==> src/rtl/router_pkg.sv <==
// Shared mesh-router definitions: flit width, FIFO depth and output-port indices
// used by the input buffer, routing logic and output arbiters.
package router_pkg;

    localparam int unsigned FLIT_WIDTH = 32;
    localparam int unsigned FIFO_DEPTH = 4;
    localparam int unsigned NUM_PORTS  = 5;

    // Bit positions of each output port inside a grant/request vector
    localparam int unsigned PORT_N = 0;
    localparam int unsigned PORT_E = 1;
    localparam int unsigned PORT_W = 2;
    localparam int unsigned PORT_S = 3;
    localparam int unsigned PORT_L = 4;

    typedef logic [NUM_PORTS-1:0] grant_t;

    // True when two or more grant bits are set (clearing the lowest set bit leaves a residue)
    function automatic logic multi_grant(input grant_t g);
        return (g & (g - grant_t'(1))) != '0;
    endfunction

endpackage

==> src/rtl/router_fifo_mem.sv <==
// Flit storage for the router input buffer: DEPTH x DATA_WIDTH registers,
// one synchronous write port and one asynchronous read port.
module router_fifo_mem #(
    parameter int unsigned DATA_WIDTH = router_pkg::FLIT_WIDTH,
    parameter int unsigned DEPTH      = router_pkg::FIFO_DEPTH
) (
    input  logic                       clk,
    input  logic                       rst,
    input  logic                       we,
    input  logic [$clog2(DEPTH)-1:0]   waddr,
    input  logic [DATA_WIDTH-1:0]      wdata,
    input  logic [$clog2(DEPTH)-1:0]   raddr,
    output logic [DATA_WIDTH-1:0]      rdata
);

    logic [DATA_WIDTH-1:0] mem_q [DEPTH];

    always_ff @(posedge clk or posedge rst) begin
        if (rst) begin
            for (int i = 0; i < int'(DEPTH); i++) begin
                mem_q[i] <= '0;
            end
        end else if (we) begin
            mem_q[waddr] <= wdata;
        end
    end

    assign rdata = mem_q[raddr];

endmodule

==> src/rtl/router_input_fifo.sv <==
// Per-port input buffer of the mesh router: RTS/CTS flit intake, FIFO storage, head flit
// to routing/arbiters. Optional multi-grant checker built when ROUTER_FIFO_GRANT_CHECK_EN is defined.
module router_input_fifo
    import router_pkg::*;
#(
    parameter int unsigned DATA_WIDTH = FLIT_WIDTH,
    parameter int unsigned DEPTH      = FIFO_DEPTH
) (
    input  logic                  clk,
    input  logic                  rst,
    input  logic [DATA_WIDTH-1:0] RX,
    input  logic                  DRTS,
    input  logic                  read_en_N,
    input  logic                  read_en_E,
    input  logic                  read_en_W,
    input  logic                  read_en_S,
    input  logic                  read_en_L,
    output logic                  CTS,
    output logic [DATA_WIDTH-1:0] Data_out,
    output logic                  empty,
    output logic                  full,
    output logic                  err_multi_grant
);

    localparam int unsigned PTR_W = $clog2(DEPTH);
    localparam int unsigned CNT_W = PTR_W + 1;

    grant_t             grants;
    logic               accept;
    logic               pop;
    logic [PTR_W-1:0]   wr_ptr_q;
    logic [PTR_W-1:0]   rd_ptr_q;
    logic [CNT_W-1:0]   count_q;
    logic [CNT_W-1:0]   count_nxt;

    assign grants = {read_en_L, read_en_S, read_en_W, read_en_E, read_en_N};

    // CTS and full are registered, so a request seen during the CTS cycle is never re-accepted
    always_comb begin
        accept    = DRTS & ~CTS & ~full;
        pop       = (|grants) & ~empty;
        count_nxt = count_q;
        if (accept && !pop) begin
            count_nxt = count_q + CNT_W'(1);
        end else if (pop && !accept) begin
            count_nxt = count_q - CNT_W'(1);
        end
    end

    // Pointers wrap naturally since DEPTH is a power of two
    always_ff @(posedge clk or posedge rst) begin
        if (rst) begin
            wr_ptr_q <= '0;
            rd_ptr_q <= '0;
            count_q  <= '0;
            CTS      <= 1'b0;
            empty    <= 1'b1;
            full     <= 1'b0;
        end else begin
            if (accept) begin
                wr_ptr_q <= wr_ptr_q + PTR_W'(1);
            end
            if (pop) begin
                rd_ptr_q <= rd_ptr_q + PTR_W'(1);
            end
            count_q <= count_nxt;
            CTS     <= accept;
            empty   <= (count_nxt == '0);
            full    <= (count_nxt == CNT_W'(DEPTH));
        end
    end

    router_fifo_mem #(
        .DATA_WIDTH (DATA_WIDTH),
        .DEPTH      (DEPTH)
    ) u_mem (
        .clk   (clk),
        .rst   (rst),
        .we    (accept),
        .waddr (wr_ptr_q),
        .wdata (RX),
        .raddr (rd_ptr_q),
        .rdata (Data_out)
    );

`ifdef ROUTER_FIFO_GRANT_CHECK_EN
    // Sticky until reset; the pop itself still happens only once
    always_ff @(posedge clk or posedge rst) begin
        if (rst) begin
            err_multi_grant <= 1'b0;
        end else if (multi_grant(grants)) begin
            err_multi_grant <= 1'b1;
        end
    end
`else
    assign err_multi_grant = 1'b0;
`endif

endmodule

==> config.mk <==
export PLATFORM = sky130hd
export DESIGN_NAME = router_input_fifo
export DESIGN_NICKNAME = d
export VERILOG_FILES = /design/src/rtl/router_pkg.sv /design/src/rtl/router_fifo_mem.sv /design/src/rtl/router_input_fifo.sv
export SDC_FILE = /design/constraint.sdc
export NUM_CORES = 1
export LEC_CHECK = 0
export ABC_AREA = 1
export CORE_MARGIN = 8
export CORE_UTILIZATION = 36
export CTS_CLUSTER_SIZE = 12
export DETAILED_ROUTE_END_ITERATION = 10
export PLACE_DENSITY = 0.62
export SYNTH_ARGS = -nofsm -noshare
export SYNTH_HDL_FRONTEND = slang
export SYNTH_SLANG_ARGS = --single-unit
==> constraint.sdc <==
create_clock -name clk -period 13.3 [get_ports clk]
set_clock_uncertainty 0.05 [all_clocks]
set_input_delay 2.66 -clock clk [delete_from_list [all_inputs] [get_ports clk]]
set_output_delay 2.66 -clock clk [all_outputs]
set_load 0.01 [all_outputs]
# == Yosys cells after proc, flatten, opt, wreduce, memory -nomap -nowiden ==
# Cells that the tools add are included.
# op_classes
add_sub_neg,4
order_cmp,3
eq_ne,1
mux,8
bitwise,8
n_reduce_logical,7
# ops
op,n
bitwise mux 128 bit,1
two-way mux 32 bit,3
binary-select mux 32 bit (select 2 bit),1
demux 32 bit (select 2 bit),1
>= comparator 3 bit (second input constant),2
two-way mux 3 bit,2
inverter 2 -> 3 bit,2
OR reduction 5 bit,1
adder 2 x 1 -> 2 bit (second input constant),2
adder 3 x 1 -> 3 bit (second input constant),1
AND 1 bit,3
== test 3 bit (second input constant),1
logical AND 1 bit,3
zero test 3 bit,1
< comparator 3 x 1 -> 1 bit (second input constant),1
inverter 1 bit,3
subtractor 3 x 1 -> 3 bit (second input constant),1
zero test 1 bit,2
# word_totals
ff_bits,138
out_inout_bits,36
word_cells,41

# == Logic depth before layout (Yosys ltp) ==
# logic_depth
word_depth,8
depth_mapped,10
mapped_depth_nobuf,10

# == Cells and area by module ==
# From an unflattened synthesis, not the netlist that was laid out.
# unflattened
hier_cells,1004
area_unflattened_um2,7463.4
# modules_own_cells
module,instances,cells_each,area_per_inst_um2,seq_area_each_um2
router_fifo_mem,1,937,6902.9,3203.1
router_input_fifo,1,67,560.5,251.5

# == Worst setup path before layout ==
# OpenSTA, ideal clock, no wires.
# synth_timing
path_kind,reg-to-output
start,reg rd_ptr_q[0]
end,out Data_out[0]
t_arrival_ps,1100
required_time_ps,10590
path_slack_ps,9490
stages_incl_launch_ff,6
path_cell_list,dfrtp_1 -> inv_1 -> buf_2 -> clkbuf_1 -> o21ai_0 -> o22ai_1
# synth_between
elab_chain_len,4
# synth_rtl
item,line,rtl
"start, declared",router_input_fifo.sv:32,logic [PTR_W-1:0] rd_ptr_q;
"start signal, assigned",router_input_fifo.sv:64,rd_ptr_q <= rd_ptr_q + PTR_W'(1);
inverter 2 -> 3 bit (implied by the code),router_fifo_mem.sv:28,assign rdata = mem_q[raddr];
binary-select mux 32 bit (select 2 bit),router_fifo_mem.sv:28,
two-way mux 32 bit (implied by the code) (2 in a row),router_fifo_mem.sv:28,
"end, declared",router_input_fifo.sv:19,"output logic [DATA_WIDTH-1:0] Data_out,"
# Every way passes these cells. The select of a mux whose other input is x is not followed.

# == Worst setup path in the final report ==
# layout_timing
start,reg rd_ptr_q[0]
end,out Data_out[8]
# Same word-level chain as after synthesis.

==> impl_metrics.toml <==
[pwr]
p_comb_share_pct = 41.8
p_leak_uw = 0.00352
ir_drop_mv = 0.148
p_seq_share_pct = 34.5
p_per_area_nw_per_um2 = 271
p_clk_share_pct = 23.6
swShare_pct = 36.8
intPower_uw = 1290
power_uw = 2040
switchingPower_uw = 751

[setup_path]
crit_chain = "inv_2, o21ai_0, o22ai_1, clkdlybuf4s50_1"
worst_setup_path_start_kind = "flip-flop"
worstPathMaxFanout = 65
cp.required_ns = 10.59
endpoint_kind = "output pin"
worstSetupPathType = "reg2out"
critical-path-max-stage-delay_ns = 0.74
critPathSlowestCell = "inv_2"
arrival_ns = 2.66

[die]
die_h_microns = 147
die_w_microns = 147
die-area_sq_um = 21600
fp-row-count = 48
ios = 76
coreArea_sq_um = 17100
initial_core_util_pct = 36.3

[routing]
via_per_inst = 4.88
vias = 4813
route.detailed.drc = 0
firstDrtPassIters = 6
ant_nets = 0
drt-initial-drc-count = 393
wirelength_microns = 14700
wl_per_cell_microns = 14.9

[timing]
drv_slew = 0
rsz0062_at_grt = "no"
tightest_slew_ns = 1.09
setup_viol = 0
final_hold_viol_count = 0
max_freq_mhz = 186
fin_crit_sh_pct = 40.4
slew_headroom_pct = 27.5
fin_setup_tns_ns = 0
finalCriticalPeriod_ns = 5.37

[final_layout]
fillers = 1705
diodes = 0
fin_util_pct = 44.1
design_area_sq_um = 7530
syn_to_final_growth_pct = 21.7
final_nets = 794
layout-drive-gt1-share_pct = 6.44

[logic_synthesis]
yosys.cell_count.top_type = "o21ai_0"
async_reset_ff_share_pct = 100
synthesis.instances = 697
synth_warnings = 0
synth_top_area_share_pct = 55.4
syn_avg_cell_area_sq_um = 8.87
synth_fp_nets = 743
synth_ff_type = "dfrtp_1"
synth.distinct_cells = 24
synth_top_area_cell = "dfrtp_1"
ys_ff_latch = 138
ys_seq_area_share_pct = 55.9
synth-edff-count = 0
syn-cell-area_sq_um = 6180
synth_area_leaders = "dfrtp_1 (55%), o21ai_0 (14%), nand2_1 (8.4%)"
synthTopCellsByCount = "o21ai_0 (174), nand2_1 (139), dfrtp_1 (137)"

[clock_network]
clk_pin_slew_ns = 0.06
clk_latency_ns = 0.42
cts_resized = 0
ctsHoldBuffers = 0
cts_tree = "built"
cts.sinks = 138
cts-root-buf = "clkbuf_16"
clockBufferDepth = 2
post_cts_buffers = 0
cts_buffers = 17
cts_max_level = 4

[global_routing]
antenna_found_initial = 0
track_usage_pct = 14.2
grt_pass1_wl_microns = 24800
grt_max_degree = 72
overflow = 0
grt_pass1_vias = 4748

[status]
outcome = "complete, no violations"

[place]
dp_hpwl_microns = 8460
port_buffers = 74
placed_area_sq_um = 6920
routabilityCongestion = 0.730

[min_path]
hp-class = "reg2reg"

[flow_run]
cap_violations = 0
-- metrics by stage --
step           hold slack (ns)  instances  worst slack (ns)
2_1_floorplan            0.398        697              6.90
3_5_place_dp             0.418        954              8.37
5_1_grt                  0.448        986              7.73
4_1_cts                  0.432        986              7.91
3_3_place_gp             0.411        954              8.43
6_report                 0.428        986              7.93
-- worst paths after layout --
kind | startpoint | end | slack, ns | cells past startpoint
max | rd_ptr_q[0]$_DFFE_PP0P_ | Data_out[8] | 7.93 | 4
min | u_mem.mem_q[38]$_DFFE_PP0P_ | u_mem.mem_q[38]$_DFFE_PP0P_ | 0.43 | 2
max reg2reg | rd_ptr_q[0]$_DFFE_PP0P_ | rd_ptr_q[1]$_DFFE_PP0P_ | 11.61 | 3
min reg2reg | u_mem.mem_q[38]$_DFFE_PP0P_ | u_mem.mem_q[38]$_DFFE_PP0P_ | 0.43 | 2
max in group asynchronous | rst | u_mem.mem_q[102]$_DFFE_PP0P_ | 9.17 | 3
min in group asynchronous | rst | u_mem.mem_q[113]$_DFFE_PP0P_ | 2.68 | 2
-- flip-flops by register name, indices dropped and copies added, names as in the netlist --
signal / flops
full: 1
rd_ptr_q: 2
CTS: 1
count_q: 3
u_mem.mem_q: 128
empty: 1
wr_ptr_q: 2
-- cells by family (layout without fill, tap and decap cells) --
family / count (synthesis) / count (layout) / share of synthesized area (%)
compound gates: 228 / 228 / 19.1
xor+xnor: 3 / 3 / 0.425
fa+ha+maj: 6 / 6 / 1.21
buf+inv: 94 / 158 / 8.36
flops: 138 / 138 / 55.9
other cells: 1 / 1 / 0.0606
simple gates: 227 / 227 / 15.0
-- final cells by class --
cell class	count	area, sq um	area share [%]
clock buffers	26	529	7.03
clock inverters	6	82.6	1.10
flip-flops and latches	138	3460	45.9
inverters	49	201	2.68
multi-input cells	465	2210	29.4
repair buffers	77	763	10.1
well taps	225	282	3.74
-- critical path: cells and delay by family (launching register included) --
kind / cells / cell delay (ns)
flops: 1 / 0.40
buf+inv: 2 / 1.33
compound gates: 2 / 0.43
-- cells in the final DEF, fill, tap and decap left out, types with 2 or more instances in the layout --
cell,n
o21ai_0,174
nand2_1,139
dfrtp_1,136
clkdlybuf4s50_1,74
nor2_1,72
inv_1,46
o22ai_1,32
o21ai_1,20
clkbuf_16,17
nand2_4,7
clkbuf_8,7
ha_1,6
nand3_1,3
clkinv_2,3
buf_4,3
nor2_2,2
nand4_1,2
a21oi_1,2
xor2_1,2
bufinv_16,2
clkbuf_1,2
-- power by group through the flow --
stage               Clock, uW  Combinational, uW  Sequential (uW)
detailed placement          0                864              708
floorplan                   0                559              690
global route              507                972              727
global placement            0                851              705
CTS                       492                869              704
finish                    482                854              705
-- metal layers --
layer / wire [microns] / track usage (%)
met3: 622 / 3.35
met4: 164 / 5.20
met5: 0 / 0
met1: 7390 / 19.4
met2: 6550 / 21.7
(Power assumes the default switching activity.)
